## src/rtl/noc_adapter_pkg.sv

```systemverilog
// Shared types and sizing helpers for the Nios message-PIO to NoC adapter.
package noc_adapter_pkg;

   localparam int unsigned NODE_W = 7;
   localparam int unsigned DATA_W = 32;

   typedef struct packed {
      logic [NODE_W-1:0] addr;
      logic [DATA_W-1:0] data;
   } noc_pkt_t;

   // Ceiling log2, used for pointer widths at elaboration time.
   function automatic int unsigned clog2(input int unsigned value);
      int unsigned w;
      w = 0;
      for (int unsigned i = 0; i < 32; i++) begin
         if ((32'd1 << i) < value) w = i + 1;
      end
      return w;
   endfunction

endpackage

```

## src/rtl/noc_sync_fifo.sv

```systemverilog
// First-word-fall-through synchronous FIFO; a push on a full FIFO is accepted
// only when a pop retires an entry in the same cycle.
module noc_sync_fifo
   import noc_adapter_pkg::*;
#(
   parameter int unsigned DEPTH = 8,
   parameter type         T     = noc_pkt_t
) (
   input  logic                  clk,
   input  logic                  reset_n,
   input  logic                  push,
   input  T                      wr_data,
   input  logic                  pop,
   output T                      head_c,
   output logic                  full,
   output logic                  empty,
   output logic [clog2(DEPTH):0] count
);

   localparam int unsigned PTR_W = clog2(DEPTH);
   localparam int unsigned CNT_W = PTR_W + 1;

   T                 mem [DEPTH];
   logic [PTR_W-1:0] wr_ptr;
   logic [PTR_W-1:0] rd_ptr;
   logic             push_ok;
   logic             pop_ok;
   logic [CNT_W-1:0] count_nxt;

   // A pop on an empty FIFO is ignored; push on full only rides on a real pop.
   always_comb begin
      pop_ok    = pop && !empty;
      push_ok   = push && (!full || pop_ok);
      count_nxt = count + CNT_W'(push_ok) - CNT_W'(pop_ok);
   end

   always_ff @(posedge clk or negedge reset_n) begin
      if (!reset_n) begin
         wr_ptr <= '0;
         rd_ptr <= '0;
         count  <= '0;
         full   <= 1'b0;
         empty  <= 1'b1;
      end else begin
         if (push_ok) wr_ptr <= wr_ptr + PTR_W'(1);
         if (pop_ok)  rd_ptr <= rd_ptr + PTR_W'(1);
         count <= count_nxt;
         full  <= (count_nxt == CNT_W'(DEPTH));
         empty <= (count_nxt == '0);
      end
   end

   // Storage carries no reset; the head is only meaningful while not empty.
   always_ff @(posedge clk) begin
      if (push_ok) mem[wr_ptr] <= wr_data;
   end

   assign head_c = mem[rd_ptr];

endmodule

```

## src/rtl/nios_noc_adapter.sv

```systemverilog
// Bridges the Nios message PIOs to one NoC port: toggle-triggered TX, FIFO-buffered RX.
// Optional drop counters are enabled with `define NOC_ADAPTER_STATS_EN.
module nios_noc_adapter
   import noc_adapter_pkg::*;
#(
   parameter int unsigned RX_DEPTH = 8,
   parameter int unsigned TX_DEPTH = 2
) (
   input  logic              clk,
   input  logic              reset_n,
   input  logic [7:0]        pio_send_addr,
   input  logic [DATA_W-1:0] pio_send_data,
   output logic [7:0]        pio_recv_addr,
   output logic [DATA_W-1:0] pio_recv_data,
   input  logic              pio_ack,
   output logic [NODE_W-1:0] noc_tx_addr,
   output logic [DATA_W-1:0] noc_tx_data,
   output logic              noc_tx_valid,
   input  logic              noc_tx_ready,
   input  logic [NODE_W-1:0] noc_rx_addr,
   input  logic [DATA_W-1:0] noc_rx_data,
   input  logic              noc_rx_valid
`ifdef NOC_ADAPTER_STATS_EN
   ,
   output logic [15:0]       rx_drop_cnt,
   output logic [15:0]       tx_drop_cnt
`endif
);

   logic     tx_tog_q;
   logic     tx_req_q;
   noc_pkt_t tx_pkt_q;
   logic     rx_vld_q;
   noc_pkt_t rx_pkt_q;
   logic     ack_q;
   logic     ack_rise_q;

   noc_pkt_t                   tx_head;
   noc_pkt_t                   rx_head;
   logic                       tx_full;
   logic                       tx_empty;
   logic                       rx_full;
   logic                       rx_empty;
   logic [clog2(TX_DEPTH):0]   tx_count;
   logic [clog2(RX_DEPTH):0]   rx_count;
   logic                       tx_pop_c;
   logic                       tx_drop_c;
   logic                       rx_drop_c;
   logic                       unused_count;

   // Input stage: toggle detect, ack edge detect and RX strobe capture.
   always_ff @(posedge clk or negedge reset_n) begin
      if (!reset_n) begin
         tx_tog_q   <= 1'b0;
         tx_req_q   <= 1'b0;
         tx_pkt_q   <= '0;
         rx_vld_q   <= 1'b0;
         rx_pkt_q   <= '0;
         ack_q      <= 1'b0;
         ack_rise_q <= 1'b0;
      end else begin
         tx_tog_q   <= pio_send_addr[7];
         tx_req_q   <= (pio_send_addr[7] != tx_tog_q);
         tx_pkt_q   <= '{addr: pio_send_addr[NODE_W-1:0], data: pio_send_data};
         rx_vld_q   <= noc_rx_valid;
         rx_pkt_q   <= '{addr: noc_rx_addr, data: noc_rx_data};
         ack_q      <= pio_ack;
         ack_rise_q <= pio_ack && !ack_q;
      end
   end

   assign tx_pop_c = !tx_empty && noc_tx_ready;

   noc_sync_fifo #(
      .DEPTH (TX_DEPTH),
      .T     (noc_pkt_t)
   ) u_tx_fifo (
      .clk     (clk),
      .reset_n (reset_n),
      .push    (tx_req_q),
      .wr_data (tx_pkt_q),
      .pop     (tx_pop_c),
      .head_c  (tx_head),
      .full    (tx_full),
      .empty   (tx_empty),
      .count   (tx_count)
   );

   noc_sync_fifo #(
      .DEPTH (RX_DEPTH),
      .T     (noc_pkt_t)
   ) u_rx_fifo (
      .clk     (clk),
      .reset_n (reset_n),
      .push    (rx_vld_q),
      .wr_data (rx_pkt_q),
      .pop     (ack_rise_q),
      .head_c  (rx_head),
      .full    (rx_full),
      .empty   (rx_empty),
      .count   (rx_count)
   );

   // Heads are masked while empty so every output reads 0 out of reset.
   assign noc_tx_valid  = !tx_empty;
   assign noc_tx_addr   = tx_empty ? '0 : tx_head.addr;
   assign noc_tx_data   = tx_empty ? '0 : tx_head.data;
   assign pio_recv_addr = {!rx_empty, rx_empty ? NODE_W'(0) : rx_head.addr};
   assign pio_recv_data = rx_empty ? '0 : rx_head.data;

   // A full FIFO is never empty, so any ack edge there is a real pop.
   assign tx_drop_c = tx_req_q && tx_full && !tx_pop_c;
   assign rx_drop_c = rx_vld_q && rx_full && !ack_rise_q;

   assign unused_count = ^{tx_count, rx_count, tx_drop_c, rx_drop_c};

`ifdef NOC_ADAPTER_STATS_EN
   // Saturating drop counters.
   always_ff @(posedge clk or negedge reset_n) begin
      if (!reset_n) begin
         tx_drop_cnt <= '0;
         rx_drop_cnt <= '0;
      end else begin
         if (tx_drop_c && (tx_drop_cnt != 16'hFFFF)) tx_drop_cnt <= tx_drop_cnt + 16'd1;
         if (rx_drop_c && (rx_drop_cnt != 16'hFFFF)) rx_drop_cnt <= rx_drop_cnt + 16'd1;
      end
   end
`endif

endmodule

```

## config.mk

```make
export PLATFORM = sky130hd
export DESIGN_NAME = nios_noc_adapter
export DESIGN_NICKNAME = d
export VERILOG_FILES = /design/src/rtl/noc_adapter_pkg.sv /design/src/rtl/noc_sync_fifo.sv /design/src/rtl/nios_noc_adapter.sv
export SDC_FILE = /design/constraint.sdc
export NUM_CORES = 1
export LEC_CHECK = 0
export CAP_MARGIN = 10
export CORE_UTILIZATION = 45
export DETAILED_ROUTE_END_ITERATION = 12
export SYNTH_ARGS = -nofsm -noshare
export SYNTH_HDL_FRONTEND = slang
export SYNTH_HIERARCHICAL = 1
export SYNTH_SLANG_ARGS = --single-unit
```

## constraint.sdc

```tcl
create_clock -name clk -period 8.25 [get_ports clk]
set_clock_uncertainty 0.2 [all_clocks]
set_input_delay 1.65 -clock clk [delete_from_list [all_inputs] [get_ports clk]]
set_output_delay 1.65 -clock clk [all_outputs]
set_load 0.01 [all_outputs]
```

==> flow_summary.json <==
{
  "status": "finished, final reports clean",
  "final_nets": 1115,
  "synth-async-reset-ratio_pct": 20.6,
  "synth_top_area_share_pct": 64.8,
  "vias_per_cell": 5.08,
  "vias": 8073,
  "die_y_um": 202,
  "cp-endpoint": "pio_recv_data[22]",
  "critPathKind": "reg2out",
  "cts_sinks": 491,
  "clock_tree.root_cell": "clkbuf_16",
  "post_cts_buffers": 0,
  "cts_tree": "done",
  "crit_fanout": 49,
  "synth_top_area_cell": "edfxtp_1",
  "htreeDepth": 2,
  "design.core.area_mm2": 0.0396,
  "clock_latency_ns": 0.58,
  "antenna_found_initial": 4,
  "ff2ff_path_depth": 8,
  "ios": 164,
  "wl_um": 34000,
  "ff_latch_area_mm2": 0.0143,
  "peakVddDrop_uv": 191,
  "clock_path_buffers": 3,
  "clk_pin_slew_ns": 0.06,
  "cp_slowest_cell": "dfrtp_4",
  "syn_to_final_growth_pct": 21.3,
  "startpoint": "u_rx_fifo/rd_ptr[0]",
  "seq_area_frac_synth_pct": 78.9,
  "antenna_left": 0,
  "die_w_um": 202,
  "grt.total_usage_pct": 17.2,
  "dieArea_mm2": 0.0409,
  "overflow": 0,
  "finalSetupTns_ns": 0,
  "dp_hpwl_um": 18700,
  "drv_slew": 0,
  "gp_congestion": 0.713,
  "drt_first_pass_iters": 4,
  "rsz0062_at_grt": "no",
  "fmaxAchievable_mhz": 175,
  "slew_headroom_pct": 29.9,
  "max_cap_viol_count": 0,
  "grt_start_max_net_pins": 71,
  "worstReg2RegStart": "u_rx_fifo/empty",
  "period_share_pct": 69.4,
  "synth.area.top_cells": "edfxtp_1 65%, dfrtp_1 14%, mux4_2 9.7%, mux2_2 4.6%, nor2b_1 2.8%",
  "synth_cells": 824,
  "grt_pass1_wl_um": 52300,
  "endpoint_kind": "output port",
  "grt_pass1_vias": 8776,
  "drc": 0,
  "ys_types": 33,
  "yosys_register_bits": 491,
  "syn_area_mm2": 0.0181,
  "reg2reg_to": "u_rx_fifo/full",
  "worst_slack_ns": 2.52,
  "synth_edf_count": 390,
  "ys.warnings.count": 6,
  "cts_made_buffers": 49,
  "dr.first_iter.drc_count": 447,
  "io_buffers": 163,
  "worst_path_largest_cell_delay_ns": 1.08,
  "synthFlopType": "edfxtp_1",
  "cts_hold_buf": 0,
  "fin_crit_ns": 5.73,
  "cts_resized": 0,
  "avgSynthCellArea_um2": 21.9,
  "final_hold_viol_count": 0,
  "setup_viol": 0,
  "r2r_setup_slack_ns": 4.30,
  "syn-num-nets": 917,
  "crit_arrival_ns": 3.88,
  "initial_core_util_pct": 45.6,
  "fillers": 3060,
  "cp.required_ns": 6.40,
  "num_rows": 73,
  "routedWlPerCell_um": 21.4,
  "p_leak_nw": 7.48,
  "min_path_type": "reg2reg",
  "final_layout_size_suffix_gt1_share_pct": 25.3,
  "powerDensity_mw_per_mm2": 354,
  "start_kind": "register",
  "crit_chain": "buf_4 > mux4_2 > mux2_4 > nor2b_1 > clkdlybuf4s50_1",
  "worstMarginPinSlew_ns": 1.05,
  "multi_input_area_mm2": 0.00364,
  "dpl_worst_slack_ns": 2.97
}
synthesized netlist by cell type, types with 2 or more instances:
cell type and n:
ha_1 8, inv_1 10, o21ai_2 2, nor2_1 6
xnor2_1 7, or3_1 2, xor2_1 4, nor2b_1 82
nor3_1 4, mux4_2 78, o211ai_1 2, nand2_1 2
buf_4 4, mux2_2 73, clkbuf_1 11, nand2b_1 2
mux2_4 7, edfxtp_1 390, dfstp_2 2, buf_2 16
buf_12 2, dfrtp_1 99
report_power, final:
group          internal [mW]  switching, mW
combinational           1.32          0.943
sequential              3.09          0.286
clock                   1.23          0.891
total                   5.64           2.12
worst min path at each step:
stage / from / endpoint / depth (start not counted)
floorplan: ack_q / ack_rise_q / 1
global placement: ack_q / ack_rise_q / 1
detailed placement: ack_q / ack_rise_q / 1
CTS: ack_q / ack_rise_q / 1
global route: ack_q / ack_rise_q / 1
finish: ack_q / ack_rise_q / 1
final cells by class:
| class | count | area share, % |
|---|---|---|
| inverter | 10 | 0.171 |
| clock buffer | 74 | 6.39 |
| timing repair buffer | 182 | 8.09 |
| sequential | 491 | 65.1 |
| clock inverter | 16 | 0.617 |
| multi-input combinational | 288 | 16.6 |
| antenna | 3 | 0.0343 |
| tap | 525 | 3.00 |
metrics by stage:
step | hold slack, ns | utilization [%] | power, mW | cell area (um2) | cells
2_1_floorplan | 0.178 | - | 4.78 | 18100 | 824
3_3_place_gp | 0.193 | 51.4 | 5.73 | 20400 | 1496
3_5_place_dp | 0.198 | 51.4 | 5.75 | 20400 | 1496
4_1_cts | 0.218 | 55.2 | 7.90 | 21900 | 1586
5_1_grt | 0.234 | 55.2 | 8.15 | 21900 | 1586
6_report | 0.209 | 55.2 | 7.76 | 21900 | 1589
routing by layer:
metal | GRT usage, % | share of wire (%)
met3 | 5.05 | 6.2
met1 | 23.2 | 44
met4 | 5.05 | 2.2
met2 | 27.3 | 48
met5 | 0 | 0.085
registers in the layout, indices dropped and copies added (netlist names), 2 cells and up:
signal,flops
u_rx_fifo/mem,312
u_tx_fifo/mem,78
rx_pkt_q,39
tx_pkt_q,39
u_rx_fifo/count,4
u_rx_fifo/rd_ptr,3
u_rx_fifo/wr_ptr,3
u_tx_fifo/count,2
kinds of logic (layout without fill, tap and decap cells):
kind of cell             count (synthesis)  after routing  synth area share [%]
adder cells (fa/ha/maj)                  9              9                 0.665
other                                    0              3                     0
flip-flops                             491            491                  78.9
AO/OA/AOI/OAI                            7              7                 0.277
XOR/XNOR                                11             11                 0.533
multiplexers                           158            158                  14.9
AND/OR/NAND/NOR                        103            103                  3.46
buffers and inverters                   45            282                  1.35
placed cells by master (no fill, tap or decap), drive strengths merged, types with 2 or more instances in the layout:
cell type,n
edfxtp,390
mux2,80
inv,12
nor3,4
dfrtp,99
dfstp,2
nor2b,83
buf,20
diode,3
nor2,6
clkdlybuf4s50,162
ha,8
o21ai,3
or3,2
clkinv,12
bufinv,2
nand2,2
xnor2,7
o211ai,2
xor2,4
mux4,78
nand2b,2
clkbuf,74
worst max-delay path, delay by kind of cell, from the launching register on:
kind,cells,cell delay (ns)
buffers and inverters,2,1.20
DFF,1,1.08
muxes,2,0.85
and+or+nand+nor,1,0.15
Note: power is estimated with default switching activity, not from simulation.
